==> config.mk <==
export PLATFORM = sky130hd
export DESIGN_NAME = iob_cpu_bus_arbiter
export DESIGN_NICKNAME = d
export VERILOG_FILES = /design/src/rtl/iob_cpu_bus_arbiter_pkg.sv /design/src/rtl/iob_rr_arb2.sv /design/src/rtl/iob_cpu_bus_arbiter.sv
export SDC_FILE = /design/constraint.sdc
export NUM_CORES = 1
export LEC_CHECK = 0
export ABC_AREA = 1
export BUFFER_PORTS_ARGS = -buffer_cell sky130_fd_sc_hd__buf_2
export CAP_MARGIN = 20
export CORE_MARGIN = 2
export CORE_UTILIZATION = 39
export DETAILED_ROUTE_END_ITERATION = 10
export MAX_ROUTING_LAYER = met4
export PLACE_DENSITY = 0.66
export SLEW_MARGIN = 20
export SYNTH_ARGS = -nofsm -noshare
export SYNTH_HDL_FRONTEND = slang
export SYNTH_SLANG_ARGS = --single-unit
export TNS_END_PERCENT = 30
==> constraint.sdc <==
create_clock -name clk -period 6.7 [get_ports clk]
set_input_delay 0.67 -clock clk [delete_from_list [all_inputs] [get_ports clk]]
set_output_delay 0.67 -clock clk [all_outputs]
set_load 0.01 [all_outputs]
==> src/rtl/iob_cpu_bus_arbiter_pkg.sv <==
// Shared encodings for the CPU bus arbiter: FSM states, grant identifiers
// and the byte-strobe width helper.
package iob_cpu_bus_arbiter_pkg;

  typedef enum logic [1:0] {
    ST_IDLE = 2'd0,
    ST_BUSY = 2'd1,
    ST_RESP = 2'd2
  } state_t;

  localparam logic GNT_IBUS = 1'b0;
  localparam logic GNT_DBUS = 1'b1;

  function automatic int strb_w(input int data_w);
    return data_w / 8;
  endfunction

endpackage

==> src/rtl/iob_rr_arb2.sv <==
// Combinational two-requester arbiter: req[0] is ibus, req[1] is dbus.
// A tie goes to dbus in priority mode, otherwise to the side not granted last.
module iob_rr_arb2
  import iob_cpu_bus_arbiter_pkg::*;
(
  input  logic [1:0] req,
  input  logic       last,
  input  logic       prio_mode,
  output logic       gnt_valid,
  output logic       gnt_idx
);

  always_comb begin
    gnt_valid = |req;
    gnt_idx   = GNT_IBUS;
    if (req == 2'b11) begin
      gnt_idx = prio_mode ? GNT_DBUS : ~last;
    end else if (req[1]) begin
      gnt_idx = GNT_DBUS;
    end
  end

endmodule

==> src/rtl/iob_cpu_bus_arbiter.sv <==
// Merges the CPU instruction and data buses onto one IOb-native memory port,
// one outstanding transaction at a time, with a watchdog on the memory side.
module iob_cpu_bus_arbiter
  import iob_cpu_bus_arbiter_pkg::*;
#(
  parameter int ADDR_W    = 32,
  parameter int DATA_W    = 32,
  parameter int DBUS_PRIO = 0,
  parameter int TIMEOUT_W = 8
) (
  input  logic                  clk,
  input  logic                  rst,
  input  logic                  i_valid,
  input  logic [ADDR_W-1:0]     i_addr,
  output logic                  i_ready,
  output logic [DATA_W-1:0]     i_rdata,
  input  logic                  d_valid,
  input  logic [ADDR_W-1:0]     d_addr,
  input  logic [DATA_W-1:0]     d_wdata,
  input  logic [DATA_W/8-1:0]   d_wstrb,
  output logic                  d_ready,
  output logic [DATA_W-1:0]     d_rdata,
  output logic                  m_valid,
  output logic [ADDR_W-1:0]     m_addr,
  output logic [DATA_W-1:0]     m_wdata,
  output logic [DATA_W/8-1:0]   m_wstrb,
  input  logic                  m_ready,
  input  logic [DATA_W-1:0]     m_rdata,
  output logic                  timeout
);

  localparam int STRB_W = strb_w(DATA_W);
  // The counter holds BUSY cycles already spent, so firing one below
  // all-ones caps m_valid at 2**TIMEOUT_W-1 cycles.
  localparam logic [TIMEOUT_W-1:0] WDOG_FIRE = {TIMEOUT_W{1'b1}} - TIMEOUT_W'(1);
  localparam logic PRIO_MODE = (DBUS_PRIO != 0);

  state_t               state;
  state_t               state_d;
  logic                 gnt;
  logic                 last_grant;
  logic [TIMEOUT_W-1:0] wdog;
  logic                 arb_vld;
  logic                 arb_idx;
  logic                 req_done;
  logic                 req_tout;
  logic [DATA_W-1:0]    resp_data;

  iob_rr_arb2 u_arb (
    .req       ({d_valid, i_valid}),
    .last      (last_grant),
    .prio_mode (PRIO_MODE),
    .gnt_valid (arb_vld),
    .gnt_idx   (arb_idx)
  );

  // A completion in the expiry cycle takes precedence over the watchdog.
  always_comb begin
    req_done  = (state == ST_BUSY) && m_ready;
    req_tout  = (state == ST_BUSY) && !m_ready && (wdog == WDOG_FIRE);
    resp_data = m_ready ? m_rdata : '0;
  end

  always_ff @(posedge clk or posedge rst) begin
    if (rst) begin
      state <= ST_IDLE;
    end else begin
      state <= state_d;
    end
  end

  always_comb begin
    state_d = state;
    case (state)
      ST_IDLE: if (arb_vld) state_d = ST_BUSY;
      ST_BUSY: if (req_done || req_tout) state_d = ST_RESP;
      ST_RESP: state_d = ST_IDLE;
      default: state_d = ST_IDLE;
    endcase
  end

  always_ff @(posedge clk or posedge rst) begin
    if (rst) begin
      gnt        <= GNT_IBUS;
      last_grant <= GNT_IBUS;
      wdog       <= '0;
      m_valid    <= 1'b0;
      m_addr     <= '0;
      m_wdata    <= '0;
      m_wstrb    <= '0;
      i_ready    <= 1'b0;
      d_ready    <= 1'b0;
      i_rdata    <= '0;
      d_rdata    <= '0;
      timeout    <= 1'b0;
    end else begin
      i_ready <= 1'b0;
      d_ready <= 1'b0;
      timeout <= 1'b0;
      case (state)
        ST_IDLE: begin
          wdog <= '0;
          if (arb_vld) begin
            gnt        <= arb_idx;
            last_grant <= arb_idx;
            m_valid    <= 1'b1;
            if (arb_idx == GNT_DBUS) begin
              m_addr  <= d_addr;
              m_wdata <= d_wdata;
              m_wstrb <= d_wstrb;
            end else begin
              m_addr  <= i_addr;
              m_wdata <= '0;
              m_wstrb <= {STRB_W{1'b0}};
            end
          end
        end
        ST_BUSY: begin
          wdog <= wdog + TIMEOUT_W'(1);
          if (req_done || req_tout) begin
            m_valid <= 1'b0;
            timeout <= req_tout;
            if (gnt == GNT_DBUS) begin
              d_ready <= 1'b1;
              d_rdata <= resp_data;
            end else begin
              i_ready <= 1'b1;
              i_rdata <= resp_data;
            end
          end
        end
        default: ;
      endcase
    end
  end

endmodule
[Word-level counts from Yosys, hierarchy flattened]
Index checks and enable logic that the tools add are counted.
Operators by class
  add/subtract/negate cells: 1
  equality and inequality tests: 5
  multiplexer cells: 21
  bitwise logic cells: 1
  reduce and logical (&&, ||, !) cells: 13
Operators with widths (number)
  $mux 32: 3
  $pmux 8 s2: 1
  $mux 1: 12
  $reduce_and 3->1: 3
  $add 8x1->8 const B: 1
  $eq 8x8->1 const B: 1
  $mux 2: 2
  $mux 4: 1
  $pmux 2 s2: 1
  $reduce_and 2->1: 2
  $logic_and 1x1->1: 3
  $eq 2x1->1 const B: 1
  $eq 2x2->1 const B: 1
  $logic_not 2->1: 1
  $ne 2x1->1 const B: 1
  $ne 2x2->1 const B: 1
  $pmux 1 s2: 1
  $reduce_bool 2->1: 1
  $reduce_or 2->1: 1
  $logic_not 1->1: 1
  $logic_or 1x1->1: 1
  $not 1->1: 1
Storage, ports and cells
  bits in registers: 147
  input bits: 137
  logic and storage cells: 53

[Logic depth before layout (Yosys ltp)]
Gate-level depths: netlist (run 1).
  depth in word-level cells: 6
  gate-level depth with buffers: 10
  depth with buffers taken out: 9

[Hierarchy]
Synthesis (run 1) repeated with hierarchy kept, for this count alone.
Second synthesis, totals
  cells, all modules: 743
  area total of the unflattened synthesis: 6374.9 um^2
By module, submodules not included
  iob_cpu_bus_arbiter: times used 1, cells each 735, area each 6342.3 um^2, seq. area each 3678.5 um^2
  iob_rr_arb2: times used 1, cells each 8, area each 32.5 um^2, seq. area each 0.0 um^2

[Worst setup path before layout (run 1)]
No wires, ideal clock.
  kind: input -> register
  start: input m_ready
  end: register d_rdata[10]
  library setup time: 0.117 ns
  arrival time: 1.278 ns
  required time: 6.583 ns
  path slack: 5.304 ns
  stages on the path: 7
  path buffers: 1
  cells stage by stage: nor2_1 nand3_2 nand2_4 nand2_4 buf_4 nand2_1 nand2_1
Between the ends
  word-level cells in the longest chain between the ends: 5
  elaborated cells between the ends (all ways): 7
  classes of those cells: mux: 1; reduce/logical: 6
RTL lines
  start: declaration: line iob_cpu_bus_arbiter.sv:27  | input logic m_ready,
  $logic_not 1->1: line iob_cpu_bus_arbiter.sv:60  | req_tout = (state == ST_BUSY) && !m_ready && (wdog == WDOG_FIRE);
  $logic_and 1x1->1 (2 in a row): line iob_cpu_bus_arbiter.sv:60
  $logic_or 1x1->1: line iob_cpu_bus_arbiter.sv:120  | if (req_done || req_tout) begin
  $reduce_and 3->1 (no line)
  end signal: assignment: line iob_cpu_bus_arbiter.sv:125  | d_rdata <= resp_data;
  end: declaration: line iob_cpu_bus_arbiter.sv:22  | output logic [DATA_W-1:0] d_rdata,
Several ways; a longest one is shown, not always the timed one.
A chain may end at the register's enable or synchronous reset.

[Worst setup path after layout (run 1)]
  start: register state[1]
  end: register m_addr[31]
Between the ends
  word-level cells in the longest chain between the ends: 2
RTL lines
  start: declaration: line iob_cpu_bus_arbiter.sv:38  | state_t state;
  start signal: assignment: line iob_cpu_bus_arbiter.sv:68  | state <= state_d;
  $logic_not 2->1: line iob_cpu_bus_arbiter.sv:100  | case (state)
  $reduce_and 2->1 (no line)
  end signal: assignment: line iob_cpu_bus_arbiter.sv:108  | m_addr <= d_addr;
  end signal: assignment: line iob_cpu_bus_arbiter.sv:112  | m_addr <= i_addr;
  end: declaration: line iob_cpu_bus_arbiter.sv:24  | output logic [ADDR_W-1:0] m_addr,
No other way between the ends.

==> run_results.csv, run 1 <==
group,metric,value,unit
status,status,"finished clean",
global_routing,top_usage_layer,"met2",
setup_path,max_stage_delay,0.54,ns
setup_path,r2r_cells,7,
worst_hold_path,hp-class,"in2async",
logic_synthesis,synth.cell_area,6200,um^2
setup_path,crit_end,"m_addr[31]",
sta,setup_viol,0,
floorplanning,rows,46,
sta,finalSetupTns,0,ns
setup_path,crit_fanout,40,
route,drc,0,
logic_synthesis,synth.top_cell.area_share,0.593,
layout,postLayoutCoreUtil,0.526,
logic_synthesis,yosys_warnings,0,
cts,insertion_delay,0.41,ns
logic_synthesis,synth_top_cell_by_area,"dfrtp_1",
setup_path,critPathMostFrequentCell,"inv_2",
layout,fin_area,8260,um^2
setup_path,worstPathArrival,2.65,ns
global_routing,grt_pass1_wl,28000,um
sta,period_share,0.351,
layout,fin_nets,1089,
floorplanning,die-area,16900,um^2
sta,rsz0062_at_grt,"false",
logic_synthesis,yosys_register_bits,147,
placement,portBuffers,272,
logic_synthesis,ys_seq_area_frac,0.593,
layout,area_growth,33.1,%
flow_run,maxCapViolations,0,
sta,finClkSkew,0.00770,ns
route,num_vias,5840,
setup_path,critPathKind,"reg2reg",
logic_synthesis,synth_simple_gate_area_frac,0.289,
logic_synthesis,synthAdderAreaFrac,0.00403,
logic_synthesis,ys_types,23,
cts,cts_sinks,147,
route,first_pass_iters,6,
layout,stdcell_count,1177,
power,combPwrFrac,0.376,
setup_path,path_buf_inv,3,
logic_synthesis,synth_nets,841,
sta,worst_slew_pin_slew,0.947,ns
sta,drv_slew,0,
setup_path,crit_required,6.99,ns
cts,htree_levels,4,
sta,relSlewSlack,0.369,
floorplanning,die_h,130,um
floorplanning,initial_core_util,0.395,
sta,hold_viol,0,
setup_path,worst_setup_path_start_kind,"register",
setup_path,critPathTopFamily,"buffers and inverters",
setup_path,path_cells,"inv_2 > nand2_2 > nor2_4 > inv_2 > buf_4 > nand2_1 > o21ai_0",
power,switching_share,0.387,
placement,dp.cells,1146,
setup_path,end_kind,"register",
power,power.share.sequential,0.373,
placement,dp_hpwl,12400,um
cts,cts-root-buf,"clkbuf_16",
setup_path,worst_path_max_delay_cell,"nor2_4",
global_routing,grt_pass1_vias,5327,
setup_path,r2r_end,"m_addr[31]",
cts,cts.clk_slew.worst_paths,0.06,ns
power,p_leak,0.00461,uW
global_routing,antenna_found_initial,1,
route,postRouteWirelength,18500,um
setup_path,worst-path-stages,7,
global_routing,use_met1,0.279,
setup_path,rrSetupSlack,4.35,ns
logic_synthesis,synth_edf_count,0,
route,drt_iter0_drc,336,
power,power.density,474,nW/um^2
cts,clockBufferDepth,2,
power,switching_power,1520,uW
placement,placed_cell_area,7630,um^2
cts,numCtsBuffers,17,
logic_synthesis,synthArstFlopShare,1.00,
layout,drive_gt1_frac,0.335,
sta,layout_min_cycle_time,2.35,ns
cts,cts_tree,"built",
power,power_frac_clock,0.252,
placement,gp_congestion,0.783,
power,p_int,2400,uW
cts,postCtsSetupBuffers,0,
logic_synthesis,synth_top_family_by_area,"simple AND/OR/NAND/NOR gates",
global_routing,grt_usage,0.221,
cts,post_cts_resized,0,
floorplanning,die_width,130,um
global_routing,grt_overflow_total,0,
setup_path,cp-startpoint,"state[1]",
power,peakVddDrop,269,uV
logic_synthesis,synth_ff_type,"dfrtp_1",
logic_synthesis,synthMuxAreaShare,0,
floorplanning,ioPinCount,273,
global_routing,use_met3,0.0619,
route,vias_per_cell,4.96,
route,ant_nets,0,
logic_synthesis,synth_area_leaders,"dfrtp_1, nand2_1, nand4_1, o21ai_0, nand3_1",
logic_synthesis,synthXorXnorAreaFrac,0,
global_routing,grt_util_met2,0.350,
cts,ctsHoldBuffers,0,
sta,max_freq,0.425,GHz
logic_synthesis,syn_inst,702,
logic_synthesis,synth_compound_area_frac,0.0625,
route,post_drt_wl_per_cell,15.7,um
floorplanning,core_area,15700,um^2
setup_path,r2r_start,"state[1]",
logic_synthesis,avgSynthCellArea,8.84,um^2
logic_synthesis,yosysMostFrequentCell,"nand2_1",
logic_synthesis,synth_commonest_cells,"nand2_1, dfrtp_1, nand4_1, o21ai_0, nor2_1",
layout,n_fill_cell,1535,
global_routing,grt_start_max_net_pins,76,
-- power by group through the flow --
| stage | clock network [uW] | registers [uW] | logic (uW) |
|---|---|---|---|
| after floorplan | 0 | 1630 | 713 |
| after global placement | 0 | 1460 | 1460 |
| after detailed placement | 0 | 1470 | 1490 |
| after CTS | 1010 | 1460 | 1490 |
| after global routing | 1050 | 1510 | 1650 |
| final | 985 | 1460 | 1470 |
-- kinds of logic (layout without fill, tap and decap cells) --
| kind of cell | Yosys count | in the layout |
|---|---|---|
| adders and majority gates | 2 | 2 |
| other | 0 | 1 |
| AOI/OAI and AO/OA | 77 | 77 |
| DFF | 147 | 147 |
| buffers and inverters | 67 | 325 |
| and+or+nand+nor | 409 | 409 |
-- routing by layer --
metal	part of all wire	wire (um)	vias up
met5	0	0	-
li1	-	-	2828
met4	0.015	279	0
met2	0.48	8900	242
met3	0.083	1530	15
met1	0.42	7790	2755
-- cell usage in the layout (no fill, tap or decap), drive strengths merged, types with 6 or more instances in the layout --
cell type,synthesis,layout
buf,29,279
clkbuf,21,19
clkinv,1,6
dfrtp,147,147
inv,16,16
nand2,257,257
nand3,43,43
nand4,64,64
nor2,44,44
o21ai,72,72
-- cell type report --
type / count / area, um^2 / area share
antenna: 1 / 2.50 / 0.000303
clock buffer: 19 / 443 / 0.0536
clock inverter: 10 / 160 / 0.0194
inverter: 17 / 68.8 / 0.00833
multi-input combinational: 488 / 2210 / 0.267
sequential: 147 / 3680 / 0.445
tap: 216 / 270 / 0.0327
timing repair buffer: 279 / 1430 / 0.173
-- metrics by stage --
step | hold slack [ns] | total power, uW | setup slack (ns)
2_1_floorplan | 0.476 | 2350 | 2.08
3_3_place_gp | 0.448 | 2920 | 4.11
3_5_place_dp | 0.453 | 2960 | 4.04
4_1_cts | 0.382 | 3960 | 4.10
5_1_grt | 0.420 | 4200 | 4.13
6_report | 0.371 | 3920 | 4.35
-- worst reg2reg max path: stages, from the launching register on --
cell and delay [ns]:
dfrtp_1 0.46, inv_2 0.11, nand2_2 0.14, nor2_4 0.54
inv_2 0.42, buf_4 0.39, nand2_1 0.10, o21ai_0 0.07
-- worst min path at each step --
| stage | depth (start not counted) | from | slack, ns | end |
|---|---|---|---|---|
| 5_1_grt | 2 | rst | 0.42 | timeout |
| 3_5_place_dp | 2 | d_rdata[24] | 0.45 | d_rdata[24] |
| 3_3_place_gp | 2 | i_rdata[7] | 0.45 | i_rdata[7] |
| 2_1_floorplan | 1 | wdog[3] | 0.48 | wdog[3] |
| 4_1_cts | 2 | rst | 0.38 | wdog[0] |
| 6_report | 2 | rst | 0.37 | timeout |
-- registers in the layout, summed over array words and instances, names as in the netlist --
register	cells
timeout	1
last_grant	1
wdog	8
m_valid	1
m_wdata	32
m_wstrb	4
m_addr	32
d_ready	1
d_rdata	32
i_rdata	32
state	2
i_ready	1
(Power assumes the default switching activity.)
==> run 2, diff against run 1 <==
--- a/config.mk
+++ b/config.mk
@@ -5,14 +5,14 @@
 export SDC_FILE = /design/constraint.sdc
 export NUM_CORES = 1
 export LEC_CHECK = 0
-export ABC_AREA = 1
+export ABC_AREA = 0
 export BUFFER_PORTS_ARGS = -buffer_cell sky130_fd_sc_hd__buf_2
 export CAP_MARGIN = 20
 export CORE_MARGIN = 2
 export CORE_UTILIZATION = 39
 export DETAILED_ROUTE_END_ITERATION = 10
 export MAX_ROUTING_LAYER = met4
-export PLACE_DENSITY = 0.66
+export PLACE_DENSITY = 0.65
 export SLEW_MARGIN = 20
 export SYNTH_ARGS = -nofsm -noshare
 export SYNTH_HDL_FRONTEND = slang
==> constraint.sdc (replaced) <==
create_clock -name clk -period 2.39 [get_ports clk]
set_input_delay 0.239 -clock clk [delete_from_list [all_inputs] [get_ports clk]]
set_output_delay 0.239 -clock clk [all_outputs]
set_load 0.01 [all_outputs]
==> run 2 against run 1 <==
Against the previous run:
- non-clock buffer count increased by 4
- power increased to 2.9 times the previous value
- synthesized area increased by 4.1%
- core utilization increased by 0.28 points
- critical path type unchanged
- critical endpoint is now m_addr[21]
- largest cell class unchanged
==> run_results.csv, run 2 <==
group,metric,value,unit
sta,relSlewSlack,0.414,
placement,post-place-ws,0.463,ns
sta,max_freq,0.525,GHz
flow_run,maxCapViolations,0,
global_routing,antenna_found_initial,0,
placement,gp_congestion,0.756,
worst_hold_path,hp-class,"in2reg",
logic_synthesis,ys_types,34,
cts,cts_sinks,147,
cts,cts_tree,"built",
layout,antenna_cells,0,
cts,clockBufferDepth,2,
layout,multi_input_area,2330,um^2
layout,area_growth,34.2,%
cts,numCtsBuffers,17,
power,p_leak,0.00454,uW
layout,regArea,3680,um^2
global_routing,grt_overflow_total,0,
floorplanning,die_width,133,um
logic_synthesis,ys_seq_area_frac,0.570,
logic_synthesis,synth_top_cell_by_area,"dfrtp_1",
floorplanning,rows,47,
power,p_total,11300,uW
cts,ctsHoldBuffers,0,
logic_synthesis,synth_edf_count,0,
power,combPwrFrac,0.379,
layout,n_fill_cell,1430,
sta,finClkSkew,0.0131,ns
setup_path,crit_required,2.69,ns
placement,dp.cells,997,
cts,htree_levels,4,
route,postRouteWirelength,16700,um
sta,period_share,0.797,
setup_path,worst_setup_path_start_kind,"register",
setup_path,end_kind,"register",
power,power_frac_clock,0.252,
global_routing,grt_pass1_vias,5109,
global_routing,grt_pass1_wl,26800,um
logic_synthesis,synth_commonest_cells,"dfrtp_1, inv_1, a22oi_1, o21ai_0, a22o_1",
power,peakVddDrop,867,uV
power,power.share.sequential,0.370,
global_routing,grt_start_max_net_pins,148,
layout,stdcell_count,1029,
layout,final_cell_mix,"buf_2, dfrtp_1, inv_1, a22oi_1, o21ai_0",
global_routing,grt_usage,0.197,
cts,postCtsSetupBuffers,0,
logic_synthesis,avgSynthCellArea,12.1,um^2
status,status,"finished clean",
setup_path,worstPathArrival,2.20,ns
sta,drv_slew,0,
sta,finalSetupTns,0,ns
layout,fin_nets,935,
logic_synthesis,yosysMostFrequentCell,"dfrtp_1",
route,ant_nets,0,
power,p_int,7340,uW
placement,placed_cell_area,8040,um^2
floorplanning,initial_core_util,0.394,
logic_synthesis,yosys_register_bits,147,
setup_path,critPathTopFamily,"flip-flops",
setup_path,critPathKind,"reg2reg",
route,drt_iter0_drc,282,
cts,cts-root-buf,"clkbuf_16",
placement,dp_hpwl,11200,um
route,first_pass_iters,4,
logic_synthesis,synth.cell_area,6460,um^2
logic_synthesis,synth_nets,671,
route,drc,0,
sta,worst_slew_pin_slew,0.876,ns
logic_synthesis,syn_inst,532,
logic_synthesis,synth.top_cell.area_share,0.570,
power,power.density,1300,nW/um^2
setup_path,worst_path_max_delay_cell,"dfrtp_1",
floorplanning,core_area,16400,um^2
cts,post_cts_resized,0,
power,switching_power,3950,uW
sta,rsz0062_at_grt,"false",
layout,fin_area,8670,um^2
floorplanning,die_h,133,um
sta,setup_viol,0,
setup_path,path_cells,"nor2_1 > o21ai_4 > buf_12 > mux2_2",
logic_synthesis,synth_area_leaders,"dfrtp_1, a22oi_1, mux2_2, mux2_4, a22o_1",
logic_synthesis,yosys_warnings,0,
logic_synthesis,synth_ff_type,"dfrtp_1",
layout,layout_commonest_cell,"buf_2",
layout,drive_gt1_frac,0.475,
route,vias_per_cell,5.01,
logic_synthesis,synthArstFlopShare,1.00,
setup_path,crit_fanout,32,
setup_path,path_buf_inv,1,
floorplanning,die-area,17600,um^2
setup_path,max_stage_delay,0.56,ns
sta,hold_viol,0,
floorplanning,ioPinCount,273,
power,switching_share,0.350,
sta,fin_ws,0.485,ns
sta,layout_min_cycle_time,1.90,ns
route,post_drt_wl_per_cell,16.2,um
route,num_vias,5154,
placement,portBuffers,272,
cts,cts.clk_slew.worst_paths,0.07,ns
cts,insertion_delay,0.42,ns
[run 2: through the flow]
stage                util  hold slack (ns)
floorplan               -            0.372
global placement    0.490            0.455
detailed placement  0.490            0.460
CTS                 0.528           0.0109
global route        0.528          0.00759
finish              0.528           0.0289
[run 2: worst paths after layout]
check | from | to | slack [ns] | cells past startpoint
worst min-delay path | d_wdata[11] | m_wdata[11] | 0.03 | 2
max in group asynchronous | rst | d_rdata[27] | 1.77 | 3
min in group asynchronous | rst | m_wdata[16] | 0.05 | 3
worst max register to register | state[0] | m_addr[21] | 0.49 | 4
worst min register to register | m_wdata[6] | m_wdata[6] | 0.50 | 1
worst max-delay path | state[0] | m_addr[21] | 0.49 | 4
[run 2: cell families (layout without fill, tap and decap cells)]
| family | Yosys count | count (layout) | synth area share |
|---|---|---|---|
| buf+inv | 106 | 383 | 0.0750 |
| mux | 67 | 67 | 0.133 |
| simple gates | 32 | 32 | 0.0291 |
| flops | 147 | 147 | 0.570 |
| compound gates | 178 | 178 | 0.190 |
| fa+ha+maj | 2 | 2 | 0.00387 |
[run 2: area by class of cell]
class / count / share of cell area
sequential: 147 / 0.424
clock buffer: 18 / 0.0495
tap: 220 / 0.0318
inverter: 68 / 0.0299
timing repair buffer: 283 / 0.172
multi-input combinational: 279 / 0.269
clock inverter: 14 / 0.0231
[run 2: per-layer routing]
layer | vias to the layer above | wire length (um) | global-route usage | share of wire
met5 | - | 0 | - | 0
met4 | 0 | 174 | 0.0556 | 0.010
met3 | 14 | 977 | 0.0510 | 0.059
met2 | 229 | 7630 | 0.286 | 0.46
met1 | 2476 | 7900 | 0.275 | 0.47
li1 | 2435 | - | - | -
[run 2: power groups by stage]
| stage | logic [uW] | registers (uW) | clock network, uW |
|---|---|---|---|
| 4_1_cts | 4330 | 4170 | 2910 |
| 2_1_floorplan | 2240 | 4570 | 0 |
| 3_5_place_dp | 4340 | 4180 | 0 |
| 3_3_place_gp | 4240 | 4170 | 0 |
| 5_1_grt | 4710 | 4310 | 3010 |
| 6_report | 4270 | 4170 | 2840 |
==> run 3, diff against run 2 <==
==> constraint.sdc (replaced) <==
create_clock -name clk -period 1.9 [get_ports clk]
set_input_delay 0.19 -clock clk [delete_from_list [all_inputs] [get_ports clk]]
set_output_delay 0.19 -clock clk [all_outputs]
set_load 0.01 [all_outputs]
==> run 3 against run 2 <==
Against the previous run:
- power increased by 26%
- core utilization increased by 2.7 points
- die area unchanged
- setup slack got worse by 0.29 ns
- clock power increased by 25%
- global-route usage increased by 0.33 points
- critical path depth unchanged
- non-clock buffer count increased by 40
- flip-flop and latch count unchanged
- via count increased by 2.6%
- clock skew decreased by 0.0052 ns
- critical endpoint is now m_addr[30]
==> run_results.csv, run 3 (synthesis results as in run 2) <==
group,metric,value,unit
cts,cts.clk_slew.worst_paths,0.06,ns
sta,layout_min_cycle_time,1.71,ns
sta,setup_viol,0,
layout,antenna_cells,0,
sta,hold_viol,0,
sta,period_share,0.899,
layout,postLayoutCoreUtil,0.555,
layout,fin_nets,975,
cts,cts_sinks,147,
sta,rsz0062_at_grt,"false",
global_routing,grt_overflow_total,0,
layout,regArea,3680,um^2
cts,numCtsBuffers,17,
layout,n_fill_cell,1369,
route,drc,0,
sta,max_freq,0.586,GHz
sta,drv_slew,0,
route,vias_per_cell,4.95,
sta,worst_slew_pin_slew,0.445,ns
worst_hold_path,hp-class,"in2reg",
floorplanning,die_h,133,um
setup_path,worstPathArrival,2.00,ns
cts,insertion_delay,0.42,ns
cts,htree_levels,4,
cts,clockBufferDepth,2,
floorplanning,die-area,17600,um^2
cts,postCtsSetupBuffers,0,
global_routing,grt_pass1_vias,5155,
floorplanning,ioPinCount,273,
route,drt_iter0_drc,279,
layout,drive_gt1_frac,0.456,
layout,fin_area,9110,um^2
placement,placed_cell_area,8100,um^2
cts,cts-root-buf,"clkbuf_16",
flow_run,maxCapViolations,0,
sta,finClkSkew,0.00791,ns
power,p_leak,0.00472,uW
setup_path,crit_required,2.20,ns
setup_path,worst_setup_path_start_kind,"register",
power,power.density,1570,nW/um^2
global_routing,grt_usage,0.200,
power,peakVddDrop,750,uV
layout,final_cell_mix,"buf_2, dfrtp_1, inv_1, a22oi_1, o21ai_0",
placement,gp_congestion,0.760,
route,ant_nets,0,
status,status,"finished clean",
floorplanning,initial_core_util,0.394,
setup_path,crit_fanout,33,
floorplanning,core_area,16400,um^2
setup_path,end_kind,"register",
global_routing,antenna_found_initial,0,
setup_path,critPathKind,"reg2reg",
floorplanning,die_width,133,um
cts,cts_tree,"built",
global_routing,grt_pass1_wl,27200,um
placement,dp_hpwl,11100,um
placement,portBuffers,272,
route,first_pass_iters,4,
route,post_drt_wl_per_cell,16.0,um
route,postRouteWirelength,17100,um
floorplanning,rows,47,
global_routing,grt_start_max_net_pins,84,
sta,worst_hold_slack,0.0217,ns
layout,area_growth,41.1,%
layout,layout_commonest_cell,"buf_2",
power,p_total,14300,uW
sta,finalSetupTns,0,ns
route,num_vias,5288,
cts,post_cts_resized,0,
layout,multi_input_area,2330,um^2
sta,relSlewSlack,0.703,
## run 3: cell types whose count changed in the layout (fill, tap and decap cells not counted), sizes merged
cell | previous run | this run
buf | 283 | 285
clkinvlp | 3 | 2
clkbuf | 18 | 19
dlygate4sd3 | 0 | 38
inv | 71 | 70
bufinv | 4 | 3
clkinv | 4 | 6
## run 3: path summary, 6_finish.rpt
path / slack, ns / start / depth (start not counted) / endpoint
min in group asynchronous: 0.46 / rst / 4 / m_wdata[14]
hold reg to reg: 0.50 / m_wdata[22] / 1 / m_wdata[22]
setup / recovery: 0.19 / last_grant / 4 / m_addr[30]
max in group asynchronous: 1.04 / rst / 4 / m_addr[25]
setup reg to reg: 0.19 / last_grant / 4 / m_addr[30]
hold / removal: 0.02 / m_rdata[1] / 3 / i_rdata[1]
## run 3: metrics by stage
step,setup slack (ns),cells
floorplan,-0.137,532
global route,0.128,1069
CTS,0.193,1069
global placement,0.214,999
detailed placement,0.199,999
finish,0.193,1069
## run 3: power by group
part	switching, uW	leakage, uW	internal [uW]
clock	1380	0.000305	2160
combinational	2770	0.00274	2740
sequential	816	0.00168	4410
total	4970	0.00472	9300
## run 3: routing by layer
layer | vias up | global-route usage | part of all wire
li1 | 2509 | - | -
met2 | 211 | 0.311 | 0.48
met3 | 16 | 0.0559 | 0.064
met5 | - | - | 0
met4 | 0 | 0.0514 | 0.011
met1 | 2552 | 0.261 | 0.45
## run 3: what timing repair did
action / CTS / global route
setup endpoints to repair: 0 / 0
hold endpoints to repair: 185 / 0
hold buffers: 38 / 0
## run 3: critical path: stages (launching register included)
cell	delay [ns]
dfrtp_1	0.47
a21boi_4	0.21
buf_12	0.25
mux2_2	0.37
mux2_2	0.25
## run 3: layout make-up
| cell class | instances | share of cell area |
|---|---|---|
| Clock inverter | 13 | 0.0190 |
| Multi-Input combinational cell | 279 | 0.256 |
| Tap cell | 220 | 0.0302 |
| Clock buffer | 19 | 0.0497 |
| Inverter | 68 | 0.0284 |
| Sequential cell | 147 | 0.404 |
| Timing Repair Buffer | 323 | 0.213 |
